<file path="src/rtl/adma_atx_sched_if.sv">
// ============================================================================
// Module      : adma_atx_sched_if
// Description : Descriptor-in / ATX-request-out handshake bundle for the
//               ADMA ATX scheduler. The master side issues descriptors and
//               accepts ATX requests. The slave side is the scheduler.
// Revision    : 1.0 - initial release
// ============================================================================
`default_nettype none

interface adma_atx_sched_if #(
  parameter int ADDR_W       = 32,
  parameter int DMA_LENGTH_W = 16
);
  logic                    tx_vld;
  logic                    tx_rdy;
  logic [ADDR_W-1:0]       tx_addr;
  logic [DMA_LENGTH_W-1:0] tx_len;
  logic                    atx_vld;
  logic                    atx_rdy;
  logic [ADDR_W-1:0]       atx_addr;
  logic [7:0]              atx_len;
  logic                    atx_last;
  logic                    atx_done;

  modport master (
    output tx_vld, tx_addr, tx_len, atx_rdy, atx_done,
    input  tx_rdy, atx_vld, atx_addr, atx_len, atx_last
  );

  modport slave (
    input  tx_vld, tx_addr, tx_len, atx_rdy, atx_done,
    output tx_rdy, atx_vld, atx_addr, atx_len, atx_last
  );
endinterface

`default_nettype wire

</file>
<file path="src/rtl/adma_atx_sched.sv">
// ============================================================================
// Module      : adma_atx_sched
// Description : Splits DMA descriptors (start address + beat count) into AXI
//               transactions (ATXs) of at most ATX_MAX_LEN beats and limits
//               the number of outstanding ATXs to ATX_NUM_OSTD.
//               Optional macro ADMA_ATX_4KB_SPLIT_EN: when defined, no ATX
//               crosses a 4 KB address boundary.
// Revision    : 1.0 - initial release
// ============================================================================
`default_nettype none

module adma_atx_sched #(
  parameter int DMA_LENGTH_W = 16,
  parameter int ADDR_W       = 32,
  parameter int BEAT_BYTES   = 4,
  parameter int ATX_MAX_LEN  = 16,
  parameter int ATX_NUM_OSTD = 4
) (
  input  wire logic                              clk,
  input  wire logic                              rst,
  adma_atx_sched_if.slave                        bus,
  output logic [$clog2(ATX_NUM_OSTD+1)-1:0]      ostd_cnt,
  output logic                                   busy
);

  localparam int REM_W  = DMA_LENGTH_W + 1;
  localparam int OSTD_W = $clog2(ATX_NUM_OSTD + 1);
  localparam logic [OSTD_W-1:0] OSTD_MAX = OSTD_W'(ATX_NUM_OSTD);
  localparam logic [OSTD_W-1:0] OSTD_ONE = OSTD_W'(1);

  typedef enum logic [1:0] {
    S_IDLE  = 2'd0,
    S_SPLIT = 2'd1,
    S_ISSUE = 2'd2
  } state_t;

  state_t              state_q, state_d;
  logic [ADDR_W-1:0]   cur_addr_q, cur_addr_d;
  logic [REM_W-1:0]    remaining_q, remaining_d;
  logic [7:0]          atx_len_q, atx_len_d;
  logic                atx_last_q, atx_last_d;
  logic [OSTD_W-1:0]   ostd_q, ostd_d;

  logic                w_atx_vld;
  logic                w_atx_hs;
  logic                w_done_eff;
  logic [31:0]         w_burst_cur;
  logic [31:0]         w_rem32;
  logic [31:0]         w_split;
`ifdef ADMA_ATX_4KB_SPLIT_EN
  logic [31:0]         w_bound;
`endif

  // Next-state, datapath and outstanding-count computation
  always_comb begin
    state_d     = state_q;
    cur_addr_d  = cur_addr_q;
    remaining_d = remaining_q;
    atx_len_d   = atx_len_q;
    atx_last_d  = atx_last_q;
    ostd_d      = ostd_q;

    // Request is only offered while below the outstanding limit
    w_atx_vld   = (state_q == S_ISSUE) && (ostd_q < OSTD_MAX);
    w_atx_hs    = w_atx_vld && bus.atx_rdy;
    // A completion with nothing outstanding (and no same-cycle issue) is dropped
    w_done_eff  = bus.atx_done && ((ostd_q != '0) || w_atx_hs);

    // Beats in the ATX currently presented
    w_burst_cur = 32'(atx_len_q) + 32'd1;

    // Size of the next ATX: min(remaining, ATX_MAX_LEN[, 4 KB limit])
    w_rem32     = 32'(remaining_q);
    w_split     = (w_rem32 < 32'(ATX_MAX_LEN)) ? w_rem32 : 32'(ATX_MAX_LEN);
`ifdef ADMA_ATX_4KB_SPLIT_EN
    w_bound     = (32'd4096 - 32'(cur_addr_q[11:0])) >> $clog2(BEAT_BYTES);
    if (w_bound < w_split) begin
      w_split = w_bound;
    end
`endif

    case (state_q)
      S_IDLE: begin
        if (bus.tx_vld) begin
          cur_addr_d  = bus.tx_addr;
          // Extra bit keeps an all-ones length from overflowing
          remaining_d = {1'b0, bus.tx_len} + {{DMA_LENGTH_W{1'b0}}, 1'b1};
          state_d     = S_SPLIT;
        end
      end
      S_SPLIT: begin
        atx_len_d  = 8'(w_split - 32'd1);
        atx_last_d = (w_split == w_rem32);
        state_d    = S_ISSUE;
      end
      S_ISSUE: begin
        if (w_atx_hs) begin
          cur_addr_d  = cur_addr_q + ADDR_W'(w_burst_cur * 32'(BEAT_BYTES));
          remaining_d = remaining_q - REM_W'(w_burst_cur);
          state_d     = atx_last_q ? S_IDLE : S_SPLIT;
        end
      end
      default: begin
        state_d = S_IDLE;
      end
    endcase

    if (w_atx_hs && !w_done_eff) begin
      ostd_d = ostd_q + OSTD_ONE;
    end else if (!w_atx_hs && w_done_eff) begin
      ostd_d = ostd_q - OSTD_ONE;
    end
  end

  // State and datapath registers with asynchronous reset
  always_ff @(posedge clk or posedge rst) begin
    if (rst) begin
      state_q     <= S_IDLE;
      cur_addr_q  <= '0;
      remaining_q <= '0;
      atx_len_q   <= '0;
      atx_last_q  <= 1'b0;
      ostd_q      <= '0;
    end else begin
      state_q     <= state_d;
      cur_addr_q  <= cur_addr_d;
      remaining_q <= remaining_d;
      atx_len_q   <= atx_len_d;
      atx_last_q  <= atx_last_d;
      ostd_q      <= ostd_d;
    end
  end

  assign bus.tx_rdy   = (state_q == S_IDLE);
  assign bus.atx_vld  = w_atx_vld;
  assign bus.atx_addr = cur_addr_q;
  assign bus.atx_len  = atx_len_q;
  assign bus.atx_last = atx_last_q;
  assign ostd_cnt     = ostd_q;
  assign busy         = (state_q != S_IDLE);

endmodule

`default_nettype wire

</file>
<file path="src/flat_wrapper.sv">
// flat-port wrapper written by rule: the top's interface ports become plain ports
module adma_atx_sched_flat 
#(
  parameter int DMA_LENGTH_W = 16,
  parameter int ADDR_W       = 32,
  parameter int BEAT_BYTES   = 4,
  parameter int ATX_MAX_LEN  = 16,
  parameter int ATX_NUM_OSTD = 4
)
  (clk, rst, ostd_cnt, busy, bus_tx_vld, bus_tx_addr, bus_tx_len, bus_atx_rdy, bus_atx_done, bus_tx_rdy, bus_atx_vld, bus_atx_addr, bus_atx_len, bus_atx_last);
  adma_atx_sched_if #(.ADDR_W(ADDR_W), .DMA_LENGTH_W(DMA_LENGTH_W)) bus_i ();
  input  wire logic clk;
  input  wire logic rst;
  output logic [$clog2(ATX_NUM_OSTD+1)-1:0] ostd_cnt;
  output logic busy;
  input wire logic [$bits(bus_i.tx_vld)-1:0] bus_tx_vld;
  input wire logic [$bits(bus_i.tx_addr)-1:0] bus_tx_addr;
  input wire logic [$bits(bus_i.tx_len)-1:0] bus_tx_len;
  input wire logic [$bits(bus_i.atx_rdy)-1:0] bus_atx_rdy;
  input wire logic [$bits(bus_i.atx_done)-1:0] bus_atx_done;
  output wire logic [$bits(bus_i.tx_rdy)-1:0] bus_tx_rdy;
  output wire logic [$bits(bus_i.atx_vld)-1:0] bus_atx_vld;
  output wire logic [$bits(bus_i.atx_addr)-1:0] bus_atx_addr;
  output wire logic [$bits(bus_i.atx_len)-1:0] bus_atx_len;
  output wire logic [$bits(bus_i.atx_last)-1:0] bus_atx_last;
  assign bus_i.tx_vld = bus_tx_vld;
  assign bus_i.tx_addr = bus_tx_addr;
  assign bus_i.tx_len = bus_tx_len;
  assign bus_i.atx_rdy = bus_atx_rdy;
  assign bus_i.atx_done = bus_atx_done;
  assign bus_tx_rdy = bus_i.tx_rdy;
  assign bus_atx_vld = bus_i.atx_vld;
  assign bus_atx_addr = bus_i.atx_addr;
  assign bus_atx_len = bus_i.atx_len;
  assign bus_atx_last = bus_i.atx_last;
  adma_atx_sched #(.DMA_LENGTH_W(DMA_LENGTH_W), .ADDR_W(ADDR_W), .BEAT_BYTES(BEAT_BYTES), .ATX_MAX_LEN(ATX_MAX_LEN), .ATX_NUM_OSTD(ATX_NUM_OSTD)) u_core (.clk(clk), .rst(rst), .bus(bus_i), .ostd_cnt(ostd_cnt), .busy(busy));
endmodule
</file>
<file path="config.mk">
export PLATFORM = sky130hd
export DESIGN_NAME = adma_atx_sched_flat
export DESIGN_NICKNAME = d
export VERILOG_FILES = /design/src/rtl/adma_atx_sched_if.sv /design/src/rtl/adma_atx_sched.sv /design/src/flat_wrapper.sv
export SDC_FILE = /design/constraint.sdc
export NUM_CORES = 1
export LEC_CHECK = 0
export BUFFER_PORTS_ARGS = -buffer_cell sky130_fd_sc_hd__buf_2
export CORE_MARGIN = 10
export CORE_UTILIZATION = 45
export DETAILED_ROUTE_END_ITERATION = 8
export PLACE_DENSITY = 0.68
export SLEW_MARGIN = 20
export SYNTH_ARGS = -nofsm -noshare
export SYNTH_HDL_FRONTEND = slang
export SYNTH_SLANG_ARGS = --single-unit
</file>
<file path="constraint.sdc">
create_clock -name clk -period 2.76 [get_ports clk]
set_input_delay 0.552 -clock clk [delete_from_list [all_inputs] [get_ports clk]]
set_output_delay 0.552 -clock clk [all_outputs]
set_load 0.02 [all_outputs]
</file>
==> flow_summary.yaml, run 1 <==
floorplanning:
  io_pins: 100
  initial_core_util_pct: 46.8
  core_area_um2: 9860
  die_y_um: 121
  dieArea_um2: 14700
  rows: 36
  die_w_um: 121
timing:
  hold_viol: 0
  worst_pin_slew_ns: 0.661
  slew_violations: 0
  finalSetupTns_ns: 0
  setup_viol_count_final: 0
  period_needed_ns: 2.71
  rsz0062_at_grt: "yes"
  fmax_ghz: 0.369
  relSlewSlack_pct: 55.8
  final.setup_skew_ns: 0.00702
  post-route-period-util_pct: 98.3
global_route:
  grt_overflow: 0
  antenna_found_initial: 0
  first_global_vias: 4566
  grt_util_all_layers_pct: 18.8
  grt_max_degree: 42
  grt_pass1_wl_um: 22700
logic_synthesis:
  synth_edf_count: 0
  avgSynthCellArea_um2: 8.41
  syn_nets: 626
  synth.yosys.seq_area_share_pct: 34.2
  synth_most_common_cell: "nand2_1"
  synthTopCellsByCount: "nand2_1 (72), dfrtp_1 (63), nor2_1 (45)"
  ys_ff_latch: 63
  ys_top_cells_by_area: "dfrtp_1 (34%), nand2_1 (5.9%), ha_1 (5.7%), o21ai_0 (4.1%), nor2_1 (3.7%)"
  synth_flop_cell: "dfrtp_1"
  synthesis.instances: 549
  synth_cell_types: 67
  yosysTopAreaCell: "dfrtp_1"
  synth_top_area_share_pct: 34.2
  async_flop_share_pct: 100
  synth-warning-count: 0
  syn_area_um2: 4620
clock_network:
  cts_hold_buf: 0
  cts_made_buffers: 9
  clk_latency_ns: 0.33
  clock_sinks: 63
  htreeDepth: 3
  clk_transition_reported_paths_ns: 0.07
  root_buffer: "clkbuf_8"
  cts_tree: "built"
  clock_path_buffers: 2
setup_path:
  arrival_ns: 2.96
  path_cells: "ha_2 > nand3_2 > xnor2_1 > ha_1 > nor3_1 > o21ai_2 > buf_4 > a41o_2 > and3_1 > a211oi_1"
  worstSetupEndpointType: "flip-flop"
  path_max_fanout: 6
  cp.required_ns: 3.00
  cp_num_buf_inv: 1
  crit_slowest_cell: "dfrtp_1"
  critPathLaunchType: "flip-flop"
  slowest_delay_ns: 0.43
  crit_family: "simple AND/OR/NAND/NOR gates"
  path_class: "reg2reg"
drt:
  wirelength_um: 14600
  firstDrtPassIters: 5
  antenna_left: 0
  viasPerCell: 5.90
  vias: 4709
  drc: 0
  wl_per_cell_um: 18.3
  drt_iter0_drc: 503
final_layout:
  stdcell_area_um2: 5690
  final_cell_count_no_fill: 798
  syn_to_final_growth_pct: 23.2
  post-route-util_pct: 57.6
  diodes: 0
  drive_gt1_share_pct: 27.1
  layout.nets: 739
run_status:
  outcome: "completed"
pwr:
  ir_drop_mv: 0.544
  p_leak_nw: 2.53
  cellPowerDensity_nw_per_um2: 1310
run:
  cap_violations: 0
placement:
  gp_congestion: 0.947
  portBuffers: 99
  dp_hpwl_um: 10500
  place_inst: 775
  dpl_cell_area_um2: 5300
worst_hold_path:
  hold_path_class: "in2async"
## state kept, by name (all words and copies together), names as in the netlist
register             count
u_core.ostd_cnt          3
u_core.bus.atx_len       8
u_core.bus.atx_addr     32
u_core.remaining_q      17
u_core.state_q           2
u_core.bus.atx_last      1
## logic make-up (layout without fill, tap and decap cells)
| family | Yosys count | in the layout | synth area share [%] |
|---|---|---|---|
| muxes | 3 | 3 | 0.678 |
| and+or+nand+nor | 228 | 228 | 24.2 |
| buffers and inverters | 44 | 158 | 4.23 |
| AOI/OAI and AO/OA | 152 | 154 | 23.1 |
| DFF | 63 | 63 | 34.2 |
| xor gates and xnor gates | 35 | 35 | 6.64 |
| adders and majority gates | 24 | 24 | 6.99 |
## cell type report
type                    instances  area (um2)
fillers                       907        4180
multi-input cells             444        3010
flip-flops and latches         63        1580
repair buffers                126         698
well taps                     133         166
clock buffers                  13         159
inverters                      18        67.6
clock inverters                 1        5.00
## final timing paths
check	cells past startpoint	end	slack (ns)	from
max in group asynchronous	3	u_core.bus.atx_addr[10]	1.80	rst
max reg2reg	10	u_core.bus.atx_addr[24]	0.05	u_core.bus.atx_len[1]
min reg2reg	2	u_core.bus.atx_addr[0]	0.49	u_core.bus.atx_addr[0]
min	2	u_core.state_q[1]	0.26	rst
min in group clk	3	u_core.bus.atx_addr[0]	0.41	bus_tx_addr[0]
max	10	u_core.bus.atx_addr[24]	0.05	u_core.bus.atx_len[1]
## what timing repair did
action                                  in CTS  in global routing
gates resized for setup                      0                 25
setup buffers                                0                  7
endpoints found under the setup margin       0                 26
## per-stage QoR
stage	power (mW)	hold slack [ns]	worst slack [ns]
3_3_place_gp	6.13	0.458	0.133
6_report	7.47	0.256	0.0471
2_1_floorplan	4.99	0.478	0.0354
5_1_grt	8.07	0.288	-0.0919
3_5_place_dp	6.25	0.474	0.0267
4_1_cts	7.01	0.264	0.00614
## cell usage in the layout (no fill, tap or decap), types with 4 or more instances in the layout
cell type / n
buf_2: 99
nand2_1: 71
dfrtp_1: 63
nor2_1: 43
o21ai_0: 37
buf_4: 27
a21oi_1: 26
nand3_1: 26
ha_1: 20
inv_1: 17
nor3_1: 16
xnor2_1: 16
xor2_1: 16
and3_1: 11
a31oi_1: 11
nand4_1: 11
clkbuf_8: 11
or3_1: 10
a211oi_1: 10
o22ai_1: 8
a311oi_1: 8
a21o_1: 6
nor2b_1: 6
o211ai_1: 5
or2_2: 4
nor4_1: 4
nand2b_1: 4
## report_power, final
group	internal [mW]	switching, mW	leakage (nW)
clock network	0.365	0.349	0.0854
logic	1.95	2.89	1.69
registers	1.35	0.571	0.750
total	3.66	3.81	2.53
## per-layer routing
metal / up-vias / GRT usage (%) / wire length, um
met4: 0 / 5.74 / 233
met2: 179 / 31.1 / 7060
met5: - / 0 / 0
met1: 2253 / 23.9 / 6320
li1: 2250 / - / -
met3: 27 / 4.33 / 984
Note: power is estimated with default switching activity, not from simulation.
==> inputs of run 2 (changes only) <==
--- a/config.mk
+++ b/config.mk
@@ -9,6 +9,7 @@
 export CORE_MARGIN = 10
 export CORE_UTILIZATION = 45
 export DETAILED_ROUTE_END_ITERATION = 8
+export GPL_TIMING_DRIVEN = 0
 export PLACE_DENSITY = 0.68
 export SLEW_MARGIN = 20
 export SYNTH_ARGS = -nofsm -noshare
==> constraint.sdc (replaced) <==
create_clock -name clk -period 2.54 [get_ports clk]
set_input_delay 0.508 -clock clk [delete_from_list [all_inputs] [get_ports clk]]
set_output_delay 0.508 -clock clk [all_outputs]
set_load 0.02 [all_outputs]
==> run 2 against run 1 <==
Compared with the run above:
- highest routed layer unchanged
- fmax barely moved
- non-clock buffer count rose by 28
- critical path depth rose by 2
- sequential share of layout area fell by 2.6 points
- setup slack got worse by 0.22 ns
- cell area rose by 11%
- global-route usage rose by 2.6 points
- cell count rose by 3.5%
- clock power rose by 39%
- the run now ends with setup timing left
- flip-flop and latch count did not move
- clock skew fell by 0.00083 ns
- utilization rose by 6.2 points
==> flow_summary.yaml, run 2 (same netlist as run 1, synthesis figures left out) <==
timing:
  worst_pin_slew_ns: 0.832
  finalSetupTns_ns: -1.69
  slew_violations: 0
  relSlewSlack_pct: 44.5
  post-route-period-util_pct: 107
  hold_ws_ns: 0.164
  rsz0062_at_grt: "yes"
  timing.final.ws_setup_ns: -0.175
  final.setup_skew_ns: 0.00619
  setup_viol_count_final: 17
  hold_viol: 0
  fmax_ghz: 0.368
  period_needed_ns: 2.72
worst_hold_path:
  hold_path_class: "in2async"
global_route:
  first_global_vias: 4896
  grt_util_all_layers_pct: 21.4
  antenna_found_initial: 0
  grt_overflow: 0
  grt_max_degree: 33
  grt_pass1_wl_um: 25200
drt:
  drt_iter0_drc: 285
  firstDrtPassIters: 5
  drc: 0
  wl_per_cell_um: 19.6
  wirelength_um: 16200
  antenna_left: 0
  vias: 4899
  viasPerCell: 5.93
floorplanning:
  rows: 36
  core_area_um2: 9860
  initial_core_util_pct: 46.8
  dieArea_um2: 14700
  die_w_um: 121
  die_y_um: 121
  io_pins: 100
final_layout:
  multi_input_area_um2: 3320
  layout.nets: 765
  seqCellArea_um2: 1580
  nFillCells: 843
  syn_to_final_growth_pct: 36.4
  post-route-util_pct: 63.8
  layout_common_cells: "buf_2 (107), nand2_1 (68), dfrtp_1 (59)"
  drive_gt1_share_pct: 35.2
  largest_register_ff_count: 32
  layout_commonest_cell: "buf_2"
  diodes: 0
  final_cell_count_no_fill: 826
run_status:
  outcome: "complete, but fails checks"
  violations: "setup timing"
setup_path:
  crit_family: "compound AO/OA/AOI/OAI gates"
  worstSetupEndpointType: "flip-flop"
  r2r_end: "u_core.bus.atx_addr[13]"
  timing.rr.start: "u_core.bus.atx_len[0]"
  cp.required_ns: 2.77
  critPathLaunchType: "flip-flop"
  worst-r2r-setup-slack_ns: -0.18
  crit_slowest_cell: "dfrtp_2"
  arrival_ns: 2.95
  path_cells: "and3_4 > nand3_4 > nor2_4 > xor2_4 > ha_4 > a211oi_2 > nand2_2 > a31o_4 > o311a_4 > buf_8 > a222oi_1 > nor3_1"
  worst_r2r_path_depth: 12
  slowest_delay_ns: 0.43
  path_class: "reg2reg"
  path_max_fanout: 5
  cp_num_buf_inv: 1
clock_network:
  clock_path_buffers: 2
  cts_tree: "built"
  clk_latency_ns: 0.35
  clk_transition_reported_paths_ns: 0.08
  cts_made_buffers: 9
  root_buffer: "clkbuf_8"
  htreeDepth: 3
  clock_sinks: 63
placement:
  gp_congestion: 0.920
  portBuffers: 99
  dp_hpwl_um: 11400
  place_inst: 782
run:
  cap_violations: 0
pwr:
  total_power_mw: 9.18
  p_leak_nw: 2.68
  ir_drop_mv: 0.768
  cellPowerDensity_nw_per_um2: 1460
[run 2: cell types whose count changed in the layout (fill, tap and decap cells not counted), sizes merged]
| cell | previous run | this run |
|---|---|---|
| o311a | 2 | 1 |
| bufinv | 0 | 2 |
| clkbuf | 13 | 24 |
| clkinv | 1 | 3 |
| clkinvlp | 0 | 2 |
| buf | 126 | 139 |
| a41o | 5 | 4 |
[run 2: worst max path at each step]
stage                     cells past startpoint                      end  slack [ns]                   from
final                                        12  u_core.bus.atx_addr[13]       -0.18  u_core.bus.atx_len[0]
after CTS                                    12  u_core.bus.atx_addr[25]       -0.16  u_core.bus.atx_len[0]
after floorplan                              12   u_core.remaining_q[14]       -0.07  u_core.bus.atx_len[0]
after global routing                         12   u_core.remaining_q[14]       -0.28  u_core.bus.atx_len[0]
after detailed placement                     12   u_core.remaining_q[14]       -0.44  u_core.bus.atx_len[0]
after global placement                        2    u_core.bus.atx_len[4]       -0.64                    rst
[run 2: layer usage]
metal | GRT usage, % | vias up | wire [um]
met5 | 0 | - | 0
met4 | 9.17 | 0 | 393
met3 | 5.44 | 35 | 1240
met2 | 34.7 | 206 | 7830
met1 | 26.4 | 2359 | 6730
li1 | - | 2299 | -
[run 2: through the flow]
stage                     cell area [um2]  worst slack (ns)
after floorplan                      4630           -0.0652
after global placement               5290            -0.641
after detailed placement             5320            -0.437
after CTS                            5870            -0.163
after global routing                 6290            -0.281
final                                6290            -0.175
[run 2: layout make-up]
cell class	instances	area share, %
well taps	133	2.64
flip-flops and latches	63	25.1
clock inverters	7	1.55
repair buffers	128	12.6
plain buffers	26	2.27
multi-input cells	442	52.7
clock buffers	9	1.97
inverters	18	1.11
[run 2: timing repair]
item / CTS / global route
buffers inserted: 13 / 13
resized for setup: 39 / 56
pin swaps: 13 / 29
endpoints found under the setup margin: 29 / 35
cloned: 1 / 1
hold buffers: 0 / 0
[run 2: power breakdown]
group	internal [mW]	total [mW]	leakage [nW]	switching, mW
logic	2.59	6.04	1.83	3.45
clock network	0.554	0.996	0.105	0.442
registers	1.47	2.15	0.747	0.681
total	4.61	9.18	2.68	4.57
==> inputs of run 3 (changes only) <==
--- a/config.mk
+++ b/config.mk
@@ -5,12 +5,13 @@
 export SDC_FILE = /design/constraint.sdc
 export NUM_CORES = 1
 export LEC_CHECK = 0
+export ABC_AREA = 1
 export BUFFER_PORTS_ARGS = -buffer_cell sky130_fd_sc_hd__buf_2
 export CORE_MARGIN = 10
 export CORE_UTILIZATION = 45
 export DETAILED_ROUTE_END_ITERATION = 8
 export GPL_TIMING_DRIVEN = 0
-export PLACE_DENSITY = 0.68
+export PLACE_DENSITY = 0.67
 export SLEW_MARGIN = 20
 export SYNTH_ARGS = -nofsm -noshare
 export SYNTH_HDL_FRONTEND = slang
==> run 3 against run 2 <==
Compared with the run above:
- the flow now finishes without violations
- utilization shrank 4.7 points
- sequential power about the same
- largest cell class unchanged
- sequential share of layout area is 3.0 points lower
- die area increased by 17%
- synthesized area is 20% higher
- setup slack gained 0.23 ns
- highest routed layer is now met5
- cell area rose by 13%
- first-iteration DRC count is 120% higher
- critical path depth rose by 3
- fmax is 9.2% higher
- flip-flop and latch count did not move
- via count up 28%
==> flow_summary.yaml, run 3 <==
pwr:
  cellPowerDensity_nw_per_um2: 1440
  p_leak_nw: 3.65
  ir_drop_mv: 0.767
setup_path:
  slowest_delay_ns: 0.42
  timing.rr.start: "u_core.bus.atx_len[0]"
  critPathLaunchType: "flip-flop"
  crit_start: "u_core.bus.atx_len[0]"
  crit_slowest_cell: "dfrtp_1"
  worstSetupEndpointType: "flip-flop"
  path_class: "reg2reg"
  arrival_ns: 2.72
  path_max_fanout: 5
  path_cells: "ha_4 > nand3_4 > nand3b_1 > nor2_1 > inv_2 > nor2_4 > ha_4 > nand2_4 > inv_2 > a21boi_4 > nand3_4 > nand4_1 > nand3_1 > nand2_1 > nand2_1"
  worst-r2r-setup-slack_ns: 0.05
  cp.required_ns: 2.77
  r2r_end: "u_core.bus.atx_addr[24]"
  worst_r2r_path_depth: 15
drt:
  wirelength_um: 19300
  antenna_left: 0
  viasPerCell: 5.18
  drc: 0
  wl_per_cell_um: 15.9
  firstDrtPassIters: 5
  vias: 6273
  drt_iter0_drc: 630
final_layout:
  drive_gt1_share_pct: 23.7
  layout.nets: 1114
  syn_to_final_growth_pct: 28.4
  layout_commonest_cell: "nand2_1"
  layout_common_cells: "nand2_1 (281), nor2_1 (119), inv_1 (113)"
  nFillCells: 1188
  largest_register_ff_count: 32
  diodes: 0
clock_network:
  cts_tree: "built"
  cts_made_buffers: 9
  clock_path_buffers: 2
  clk_latency_ns: 0.35
  clock_sinks: 63
  cts_hold_buf: 0
  htreeDepth: 3
  clk_transition_reported_paths_ns: 0.06
  root_buffer: "clkbuf_16"
placement:
  portBuffers: 99
  dp_slack_ns: -0.229
  dp_hpwl_um: 14600
  gp_congestion: 1.01
logic_synthesis:
  synth-warning-count: 0
  avgSynthCellArea_um2: 6.04
  yosysTopAreaCell: "dfrtp_1"
  syn_area_um2: 5550
  synthTopCellsByCount: "nand2_1 (311), nor2_1 (130), inv_1 (122)"
  synth_top_area_share_pct: 28.4
  syn_nets: 995
  synth_most_common_cell: "nand2_1"
  ys_top_cells_by_area: "dfrtp_1 (28%), nand2_1 (21%), nor2_1 (8.8%), inv_1 (8.3%), nand3_1 (8.1%)"
  synth_edf_count: 0
  synthesis.instances: 918
  async_flop_share_pct: 100
  synth.yosys.seq_area_share_pct: 28.4
  ys_ff_latch: 63
  synth_flop_cell: "dfrtp_1"
  synth_cell_types: 35
floorplanning:
  die_w_um: 131
  io_pins: 100
  dieArea_um2: 17200
  rows: 40
  die_y_um: 131
  initial_core_util_pct: 46.0
  core_area_um2: 12100
timing:
  setup_viol_count_final: 0
  hold_viol: 0
  worst_pin_slew_ns: 0.819
  finalSetupTns_ns: 0
  timing.final.ws_setup_ns: 0.0542
  slew_violations: 0
  relSlewSlack_pct: 45.4
  rsz0062_at_grt: "yes"
  period_needed_ns: 2.49
  final.setup_skew_ns: 0.00701
  fmax_ghz: 0.402
  post-route-period-util_pct: 97.9
global_route:
  grt_use_met2_pct: 33.1
  grt_pass1_wl_um: 30500
  use_met3_pct: 5.08
  first_global_vias: 5979
  grt_overflow: 0
  grt_util_all_layers_pct: 22.5
  met1_usage_pct: 32.1
  antenna_found_initial: 1
  grt_max_degree: 40
  grt.busiest_layer: "met2"
run_status:
  outcome: "completed"
worst_hold_path:
  hold_path_class: "in2async"
run:
  cap_violations: 0
==> run 3: repair_timing <==
action	CTS	global route
cloned	1	0
resized for setup	31	88
buffers inserted	3	4
pin swaps	3	40
setup endpoints to repair	26	34
==> run 3: worst max-delay path by stage <==
stage	endpoint	slack (ns)	cells after the start
after floorplan	u_core.bus.atx_addr[12]	0.12	17
after global placement	u_core.bus.atx_len[3]	-0.48	2
after detailed placement	u_core.bus.atx_addr[28]	-0.23	15
final	u_core.bus.atx_addr[24]	0.05	15
after CTS	u_core.bus.atx_addr[31]	0.01	19
after global routing	u_core.bus.atx_addr[31]	-0.13	19
==> run 3: kinds of logic (layout without fill, tap and decap cells) <==
kind of cell               after synthesis  after routing  synth area share, %
and+or+nand+nor                        579            580                 43.5
buffers and inverters                  144            267                 10.4
AOI/OAI and AO/OA                       88             88                 8.59
DFF                                     63             63                 28.4
adders and majority gates               24             24                 5.82
xor gates and xnor gates                18             18                 2.84
muxes                                    2              2                0.406
==> run 3: power breakdown <==
part | internal, mW | switching (mW)
Sequential | 1.48 | 0.650
Clock | 0.785 | 0.503
Combinational | 2.40 | 4.46
Total | 4.66 | 5.61
==> run 3: critical path: cells and delay by family, from the launching register on <==
| kind | cells | cell delay (ns) |
|---|---|---|
| and+or+nand+nor | 10 | 1.19 |
| AOI/OAI and AO/OA | 1 | 0.22 |
| buffers and inverters | 2 | 0.13 |
| DFF | 1 | 0.42 |
| adders and majority gates | 2 | 0.43 |
==> run 3: cell type report <==
| type | instances | area, um2 | share of cell area (%) |
|---|---|---|---|
| multi-input cells | 712 | 3880 | 54.5 |
| flip-flops and latches | 63 | 1580 | 22.1 |
| repair buffers | 107 | 572 | 8.03 |
| inverters | 124 | 470 | 6.60 |
| clock buffers | 11 | 243 | 3.41 |
| well taps | 168 | 210 | 2.95 |
| plain buffers | 20 | 111 | 1.56 |
| clock inverters | 5 | 57.6 | 0.808 |
==> run 3: stage by stage <==
| stage | hold slack, ns | cells | total power, mW | utilization (%) | area, um2 |
|---|---|---|---|---|---|
| floorplan | 0.478 | 918 | 6.36 | - | 5550 |
| global placement | 0.475 | 1185 | 8.09 | 51.8 | 6250 |
| detailed placement | 0.487 | 1186 | 8.15 | 52.0 | 6280 |
| CTS | 0.139 | 1206 | 9.67 | 56.1 | 6760 |
| global route | 0.156 | 1210 | 11.2 | 59.1 | 7120 |
| finish | 0.130 | 1210 | 10.3 | 59.1 | 7120 |
==> run 3: per-layer routing <==
metal  up-vias  part of all wire, %
met2       219                   43
li1       3140                    -
met1      2882                   46
met4         2                  1.7
met5         -                0.041
met3        30                  8.9
